[src/rtl/pakout_arbiter.sv]
`default_nettype none
// ============================================================================
//  Module      : pakout_arbiter
//  Description : Four-source round-robin arbiter for the four-phase req/ack
//                packet channel. Latches the granted source's packet, replays
//                it on the output channel, then closes the source handshake.
//  Revision    : 1.0  initial release
// ============================================================================
module pakout_arbiter #(
    parameter int ASZ = 4,
    parameter int DSZ = 8,
    parameter int RSZ = 4
) (
    input  logic           i_clk,
    input  logic           i_rst,

    input  logic [ASZ-1:0] i0_src,
    input  logic [ASZ-1:0] i0_dst,
    input  logic [DSZ-1:0] i0_dat,
    input  logic [RSZ-1:0] i0_red,
    input  logic           i0_req,
    output logic           i0_ack,

    input  logic [ASZ-1:0] i1_src,
    input  logic [ASZ-1:0] i1_dst,
    input  logic [DSZ-1:0] i1_dat,
    input  logic [RSZ-1:0] i1_red,
    input  logic           i1_req,
    output logic           i1_ack,

    input  logic [ASZ-1:0] i2_src,
    input  logic [ASZ-1:0] i2_dst,
    input  logic [DSZ-1:0] i2_dat,
    input  logic [RSZ-1:0] i2_red,
    input  logic           i2_req,
    output logic           i2_ack,

    input  logic [ASZ-1:0] i3_src,
    input  logic [ASZ-1:0] i3_dst,
    input  logic [DSZ-1:0] i3_dat,
    input  logic [RSZ-1:0] i3_red,
    input  logic           i3_req,
    output logic           i3_ack,

    output logic [ASZ-1:0] o0_src,
    output logic [ASZ-1:0] o0_dst,
    output logic [DSZ-1:0] o0_dat,
    output logic [RSZ-1:0] o0_red,
    output logic           o0_req,
    input  logic           o0_ack,

    output logic           dbg_busy,
    output logic [1:0]     dbg_grant,
    output logic [7:0]     dbg_pkt_cnt
);

    typedef enum logic [1:0] {
        S_IDLE    = 2'd0,
        S_SEND    = 2'd1,
        S_OUT_REL = 2'd2,
        S_IN_ACK  = 2'd3
    } state_t;

    state_t          state_q, state_d;
    logic [1:0]      rr_ptr_q, rr_ptr_d;
    logic [1:0]      grant_q, grant_d;
    logic [ASZ-1:0]  src_q, src_d;
    logic [ASZ-1:0]  dst_q, dst_d;
    logic [DSZ-1:0]  dat_q, dat_d;
    logic [RSZ-1:0]  red_q, red_d;
    logic            req_q, req_d;
    logic [3:0]      ack_q, ack_d;
    logic [7:0]      cnt_q, cnt_d;

    // Source inputs gathered into indexable form for the round-robin scan
    logic [3:0]      w_req;
    logic [ASZ-1:0]  w_src [4];
    logic [ASZ-1:0]  w_dst [4];
    logic [DSZ-1:0]  w_dat [4];
    logic [RSZ-1:0]  w_red [4];

    assign w_req = {i3_req, i2_req, i1_req, i0_req};
    assign w_src = '{i0_src, i1_src, i2_src, i3_src};
    assign w_dst = '{i0_dst, i1_dst, i2_dst, i3_dst};
    assign w_dat = '{i0_dat, i1_dat, i2_dat, i3_dat};
    assign w_red = '{i0_red, i1_red, i2_red, i3_red};

    logic            w_found;
    logic [1:0]      w_idx;

    // Next-state logic: grant scan, output handshake, then source handshake
    always_comb begin
        state_d  = state_q;
        rr_ptr_d = rr_ptr_q;
        grant_d  = grant_q;
        src_d    = src_q;
        dst_d    = dst_q;
        dat_d    = dat_q;
        red_d    = red_q;
        req_d    = req_q;
        ack_d    = ack_q;
        cnt_d    = cnt_q;
        w_found  = 1'b0;
        w_idx    = 2'd0;

        case (state_q)
            S_IDLE: begin
                // First requester at or after rr_ptr (mod 4) wins
                for (int j = 0; j < 4; j++) begin
                    w_idx = rr_ptr_q + 2'(j);
                    if (!w_found && w_req[w_idx]) begin
                        w_found = 1'b1;
                        grant_d = w_idx;
                        src_d   = w_src[w_idx];
                        dst_d   = w_dst[w_idx];
                        dat_d   = w_dat[w_idx];
                        red_d   = w_red[w_idx];
                        state_d = S_SEND;
                    end
                end
            end
            S_SEND: begin
                // A stale sink ack (e.g. left over across reset) blocks the request
                if (!req_q && !o0_ack) begin
                    req_d = 1'b1;
                end else if (req_q && o0_ack) begin
                    req_d   = 1'b0;
                    state_d = S_OUT_REL;
                end
            end
            S_OUT_REL: begin
                if (!o0_ack) begin
                    ack_d   = 4'b0001 << grant_q;
                    state_d = S_IN_ACK;
                end
            end
            S_IN_ACK: begin
                if (!w_req[grant_q]) begin
                    ack_d    = 4'b0000;
                    rr_ptr_d = grant_q + 2'd1;
                    cnt_d    = cnt_q + 8'd1;
                    state_d  = S_IDLE;
                end
            end
            default: begin
                state_d = S_IDLE;
            end
        endcase
    end

    // State register with asynchronous reset discarding any transfer in flight
    always_ff @(posedge i_clk or posedge i_rst) begin
        if (i_rst) begin
            state_q  <= S_IDLE;
            rr_ptr_q <= 2'd0;
            grant_q  <= 2'd0;
            src_q    <= '0;
            dst_q    <= '0;
            dat_q    <= '0;
            red_q    <= '0;
            req_q    <= 1'b0;
            ack_q    <= 4'b0000;
            cnt_q    <= 8'd0;
        end else begin
            state_q  <= state_d;
            rr_ptr_q <= rr_ptr_d;
            grant_q  <= grant_d;
            src_q    <= src_d;
            dst_q    <= dst_d;
            dat_q    <= dat_d;
            red_q    <= red_d;
            req_q    <= req_d;
            ack_q    <= ack_d;
            cnt_q    <= cnt_d;
        end
    end

    assign o0_src      = src_q;
    assign o0_dst      = dst_q;
    assign o0_dat      = dat_q;
    assign o0_red      = red_q;
    assign o0_req      = req_q;
    assign i0_ack      = ack_q[0];
    assign i1_ack      = ack_q[1];
    assign i2_ack      = ack_q[2];
    assign i3_ack      = ack_q[3];
    assign dbg_busy    = (state_q != S_IDLE);
    assign dbg_grant   = grant_q;
    assign dbg_pkt_cnt = cnt_q;

endmodule
`default_nettype wire

[config.mk]
export PLATFORM = sky130hd
export DESIGN_NAME = pakout_arbiter
export DESIGN_NICKNAME = d
export VERILOG_FILES = /design/src/rtl/pakout_arbiter.sv
export SDC_FILE = /design/constraint.sdc
export NUM_CORES = 1
export LEC_CHECK = 0
export ABC_CLOCK_PERIOD_IN_PS = 2100
export CAP_MARGIN = 5
export CORE_ASPECT_RATIO = 0.8
export CORE_UTILIZATION = 49
export CTS_CLUSTER_SIZE = 8
export DETAILED_ROUTE_END_ITERATION = 16
export PLACE_DENSITY = 0.82
export SYNTH_ARGS = -nofsm -noshare
export SYNTH_HDL_FRONTEND = slang
export SYNTH_SLANG_ARGS = --single-unit
[constraint.sdc]
create_clock -name i_clk -period 2.1 [get_ports i_clk]
set_input_delay 0.315 -clock i_clk [delete_from_list [all_inputs] [get_ports i_clk]]
set_output_delay 0.315 -clock i_clk [all_outputs]
set_load 0.03 [all_outputs]
==> impl_metrics.py <==
metrics = {
    "run_status": {
        "run_status": "finished clean",
    },
    "drt": {
        "viasPerCell": 5.844,
        "route.met2.wl_um": 5589,
        "highest_layer": "met4",
        "wl_um": 11470,
        "wl_met3_um": 660,
        "ant_nets": 0,
        "first_pass_iters": 4,
        "wl_per_cell_um": 17.05,
        "m1WireLength_um": 5002,
        "vias": 3933,
        "drt-initial-drc-count": 138,
        "drc": 0,
    },
    "setup_path": {
        "ff2ff_path_depth": 6,
        "crit_type": "input pin to flop",
        "cp.required_ns": 2.33,
        "cp-startpoint": "i0_req",
        "ff2ff_setup_slack_ns": 0.13,
        "crit_family": "buffers and inverters",
        "cp_slowest_stage_delay_ns": 0.51,
        "reg2reg_to": "o0_src[0]$_DFFE_PP0P_",
        "crit_path_end_kind": "flop",
        "arrival_ns": 2.23,
        "worst-path-buf-inv": 2,
        "path_cells": "clkdlybuf4s50_1 -> nor2b_1 -> mux4_2 -> buf_6 -> mux2i_1 -> a211o_1 -> a21oi_2",
        "r2r-start": "rr_ptr_q[0]$_DFFE_PP0P_",
        "cp-start-kind": "input pin",
        "crit_slowest_cell": "mux4_2",
        "crit_fanout": 12,
    },
    "timing": {
        "period_minus_slack_ns": 2.009,
        "tightest_slew_ns": 0.4203,
        "final.setup.worst_slack_ns": 0.09145,
        "finalHoldViolCount": 0,
        "timing.fmax_mhz": 497.9,
        "hold_slack_ns": 0.3618,
        "drv_slew": 0,
        "final-setup-viol-count": 0,
        "rsz0062_at_grt": "false",
        "slew_headroom_pct": 71.98,
        "finClkSkew_ns": 0.004372,
        "period_share_pct": 95.65,
    },
    "clock_network": {
        "cts_made_buffers": 5,
        "cts_buffer_depth": 2,
        "cts_sinks": 39,
        "insertion_delay_ns": 0.30,
        "cts_setup_buffers": 0,
        "clk_pin_slew_ns": 0.08,
        "cts_tree": "built",
        "cts_root_buf": "clkbuf_8",
        "cts.htree.levels": 2,
    },
    "grt": {
        "track_usage_pct": 25.36,
        "grt_pass1_vias": 4050,
        "antenna_found_initial": 0,
        "grt_pass1_wl_um": 18520,
        "gr-total-overflow": 0,
        "grt_max_degree": 49,
    },
    "floorplan": {
        "fp.dieArea_um2": 9121,
        "fp.dieH_um": 85.62,
        "num_rows": 30,
        "die_w_um": 106.5,
        "start_util_pct": 50.49,
        "io_pins": 123,
        "coreArea_um2": 8483,
    },
    "yosys": {
        "ys.flop_type": "dfrtp_1",
        "syn_area_um2": 4283,
        "syn_inst": 442,
        "synth_fa_ha_area_share_pct": 3.214,
        "yosysSeqAreaShare_pct": 22.79,
        "synthSimpleGateAreaFrac_pct": 7.946,
        "synth.net_count": 540,
        "synthArstFlopShare_pct": 100.0,
        "synth_edf_count": 0,
        "yosys_register_bits": 39,
        "synth_compound_area_share_pct": 16.16,
        "synth_top_family_by_area": "multiplexers",
        "ys_types": 44,
        "avgSynthCellArea_um2": 9.690,
        "synthMuxAreaShare_pct": 41.51,
        "ys_warn_count": 0,
        "synth_xor_area_share_pct": 1.607,
    },
    "final_layout": {
        "num-fill-cells": 669,
        "area_growth_pct": 37.07,
        "nNetsFinal": 658,
        "finalInstanceArea_um2": 5871,
        "finish.utilization_pct": 69.20,
        "antennaDiodeCount": 0,
        "layout_commonest_cell": "clkdlybuf4s50_1",
        "drive_above_1_share_pct": 23.35,
        "multiInputGateArea_um2": 3039,
        "seqCellArea_um2": 983.4,
        "final_cell_mix": "clkdlybuf4s50_1 (119), mux2i_1 (100), mux2_2 (64)",
    },
    "placement": {
        "gp_congestion": 0.8239,
        "dpl-instance-area_um2": 5722,
        "hpwl_um": 8670,
        "io_buffer_count": 122,
        "post-place-ws_ns": -0.3139,
    },
    "power": {
        "ir_worst_vdd_mv": 0.6800,
        "p_leak_nw": 2.478,
        "fin_total_pwr_mw": 7.944,
        "power.density_nw_per_um2": 1353,
    },
    "hold_path": {
        "hp-class": "input pin to async pin",
    },
    "run": {
        "maxCapViolations": 0,
    },
}
cell usage after synthesis (2+ instances only):
cell type | instances | area [um2]
o21ai_1 | 2 | 10.01
a21oi_2 | 18 | 157.7
o22ai_1 | 20 | 125.1
nand2b_1 | 2 | 12.51
buf_12 | 2 | 40.04
nor3_1 | 2 | 10.01
buf_2 | 8 | 40.04
and3b_1 | 2 | 17.52
xnor2_1 | 6 | 52.55
and3_1 | 2 | 12.51
a21oi_1 | 27 | 135.1
o21ai_0 | 3 | 15.01
nand4_1 | 4 | 25.02
dfrtp_1 | 39 | 975.9
a211o_1 | 20 | 175.2
clkbuf_1 | 16 | 60.06
buf_6 | 2 | 22.52
inv_1 | 12 | 45.04
mux4_2 | 2 | 45.04
buf_4 | 11 | 82.58
nor2b_1 | 8 | 50.05
ha_1 | 11 | 137.6
mux2_2 | 64 | 720.7
nor3b_1 | 2 | 15.01
nand2_1 | 12 | 45.04
mux2i_1 | 100 | 1001
a22oi_1 | 2 | 15.01
nor2_1 | 27 | 101.4
where the power goes:
group	total (mW)	switching, mW	internal (mW)
Sequential	1.40	0.305	1.10
Combinational	5.78	2.94	2.84
Clock	0.765	0.291	0.474
Total	7.94	3.54	4.41
sequential cells by signal, summed over array words and instances (netlist names), 2 cells and up:
name         count
o0_dst           4
dbg_grant        2
o0_red           4
o0_dat           8
ack_q            4
state_q          2
rr_ptr_q         2
o0_src           4
dbg_pkt_cnt      8
layer usage:
layer / vias to the layer above / track usage (%)
met4: 0 / 9.465
met2: 148 / 44.33
met5: - / 0
met1: 1881 / 31.81
li1: 1878 / -
met3: 26 / 3.723
worst min-delay path: cells and delay by family:
kind | cells | cell delay (ns)
buffers and inverters | 3 | 0.72
cell families (layout without fill, tap and decap cells):
logic type / count (synthesis) / in the layout
mux: 167 / 167
compound gates: 99 / 99
simple gates: 68 / 68
xor+xnor: 7 / 7
flops: 39 / 39
buf+inv: 51 / 170
fa+ha+maj: 11 / 11
worst max path at each step:
stage | depth (start not counted) | end | slack (ns)
floorplan | 4 | ack_q[0]$_DFFE_PP0P_ | 0.09
global placement | 7 | o0_dat[6]$_DFFE_PP0P_ | -0.26
detailed placement | 7 | o0_src[1]$_DFFE_PP0P_ | -0.31
CTS | 4 | dbg_busy | 0.004
global route | 7 | o0_src[2]$_DFFE_PP0P_ | 0.02
finish | 7 | o0_dat[1]$_DFFE_PP0P_ | 0.09
cell type report:
type | instances | share of cell area [%]
inverters | 12 | 0.7673
well taps | 112 | 2.387
repair buffers | 150 | 26.00
clock inverters | 3 | 1.151
clock buffers | 5 | 1.172
multi-input cells | 352 | 51.77
flip-flops and latches | 39 | 16.75
through the flow:
| stage | instances | setup TNS [ns] |
|---|---|---|
| 2_1_floorplan | 442 | 0 |
| 6_report | 673 | 0 |
| 3_5_place_dp | 665 | -7.302 |
| 5_1_grt | 673 | 0 |
| 3_3_place_gp | 665 | -6.082 |
| 4_1_cts | 673 | 0 |
what timing repair did:
item / 4_1_cts / 5_1_grt
hold endpoints to repair: 0 / 0
setup endpoints to repair: 4 / 9
gates resized for setup: 2 / 4
hold buffers: 0 / 0
Note: power is estimated with default switching activity, not from simulation.
==> patch, RTL diff (same flow settings) <==
Set the parameter `DSZ` to 9 (it was 8).
--- a/src/rtl/pakout_arbiter.sv
+++ b/src/rtl/pakout_arbiter.sv
@@ -8,7 +8,7 @@
 // ============================================================================
 module pakout_arbiter #(
     parameter int ASZ = 4,
-    parameter int DSZ = 8,
+    parameter int DSZ = 9,
     parameter int RSZ = 4
 ) (
     input  logic           i_clk,
Interface: changed (5 resized); port bits go from 123 to 128. No check against the original RTL was run, so the function may have changed too.
==> patch against the unedited design <==
- sequential cell count is 1 higher
- register-to-register slack worse by 0.24 ns
- sequential share of layout area is 1.4 points lower
- final area is 12% higher
- first-iteration DRC count is 130% higher
- critical path type is now register to register
- synthesized area is 5.9% higher
- clock skew hardly changed
- via count is 11% higher
- highest routed layer unchanged
- synthesized cell count is 5.7% lower
- cell count is 0.15% lower
- total power is 16% higher
- setup slack worse by 0.21 ns
- routed wire length is 23% higher
- the run now ends with negative setup slack left
==> patch: results <==
[status]
status = "complete, but fails checks"
violations = "negative setup slack"

[synth]
synth-async-reset-ratio = 1.000
ys_top_cells_by_area = "dfrtp_1 (22%), mux4_2 (21%), mux2i_1 (14%), mux2_4 (6.0%), a21oi_1 (5.4%)"
seq_area_frac_synth = 0.2208
synthDistinctLibCells = 43
syn-num-nets = 519
synth.top_cells.by_count = "mux2i_1 (63), a21oi_1 (49), mux4_2 (43), dfrtp_1 (40), nor2_1 (27)"

[route]
routed-wl-met2_um = 6902
wl_per_cell_um = 20.98
dr.first_iter.drc_count = 319
met3WireLength_um = 1101
m1WireLength_um = 5681
vias_per_cell = 6.482
drt_pass1_iterations = 5

[worst_setup_path]
worstReg2RegStart = "rr_ptr_q[1]"
worst_ep_arrival_time_ns = 2.38
worst-path-max-fanout = 11
startpoint = "rr_ptr_q[1]"

[global_route]
grt_max_degree = 40
grt_pass1_vias = 4506
grt_usage = 0.2917
grt_pass1_wl_um = 21780

[timing]
fin_skew_ns = 0.004436
tns_ns = -1.408
setup_viol = 26
drv_slew = 0
setup_slack_ns = -0.1148
tightest_slew_ns = 0.6083

[pwr]
vdd_drop_max_uv = 801.1
p_sw_mw = 4.030
leakage_nw = 2.656

[cells_and_area]
diodes = 0
nets = 658
drive_above_1_share = 0.3088
fill_cells = 615
largest_register_ffs = 9
syn_to_final_growth_pct = 44.78

[clocking]
clock_latency_ns = 0.29
htree_levels = 2
root_buffer = "clkbuf_16"

[placement]
dpl_cell_area_um2 = 6150
io_buffers = 127
dp_hpwl_um = 9906
routabilityCongestion = 0.8587
## patch: worst paths after layout
path | cells past startpoint | endpoint | slack, ns
worst min-delay path | 2 | dbg_pkt_cnt[1] | 0.32
min in group i_clk | 1 | dbg_pkt_cnt[7] | 0.47
max in group asynchronous | 3 | rr_ptr_q[0] | 1.24
worst max-delay path | 7 | o0_src[2] | -0.11
worst min register to register | 1 | dbg_pkt_cnt[7] | 0.47
worst max register to register | 7 | o0_src[2] | -0.11
## patch: repair_timing
action / in CTS / in global routing
buffers inserted: 4 / 0
endpoints found under the setup margin: 24 / 32
pin swaps: 3 / 7
resized for setup: 13 / 27
gates cloned: 2 / 0
## patch: power by group through the flow
stage / registers [mW] / logic [mW] / clock network [mW]
2_1_floorplan: 1.93 / 4.04 / 0
3_3_place_gp: 1.42 / 6.18 / 0
3_5_place_dp: 1.41 / 6.42 / 0
4_1_cts: 1.41 / 6.68 / 0.913
5_1_grt: 1.47 / 7.33 / 0.955
6_report: 1.43 / 6.90 / 0.911
## patch: layer usage
metal  track usage  up-vias
li1              -     1920
met3       0.05208       42
met4        0.1127        0
met2        0.5003      248
met1        0.3682     2146
met5             0        -
## patch: through the flow
stage / hold WS, ns / cells / setup slack, ns
detailed placement: 0.4649 / 658 / -0.3918
finish: 0.3154 / 672 / -0.1148
global route: 0.3316 / 672 / -0.2053
global placement: 0.4636 / 658 / -0.3218
floorplan: 0.5160 / 417 / 0.01584
CTS: 0.3169 / 672 / -0.04606
## patch: kinds of logic (layout without fill, tap and decap cells)
family,count (synthesis),in the layout,synth area share
buffers and inverters,56,196,0.05905
DFF,40,40,0.2208
xor gates and xnor gates,7,7,0.01352
muxes,130,130,0.4272
AOI/OAI and AO/OA,108,108,0.1705
and+or+nand+nor,65,65,0.07864
adders and majority gates,11,11,0.03035
## patch: worst max-delay path, cell delays in order (launching register included)
cell	delay, ns
dfrtp_2	0.42
buf_6	0.13
nor4bb_4	0.14
or4_4	0.64
buf_16	0.20
mux2_2	0.28
o211ai_1	0.17
a21oi_1	0.11
## patch: final cells by class
cell class,count,share of cell area
clock inverter,3,0.007242
clock buffer,5,0.01906
timing repair buffer,172,0.2697
inverter,16,0.009148
sequential,40,0.1532
tap,115,0.02192
multi-input combinational,321,0.5197
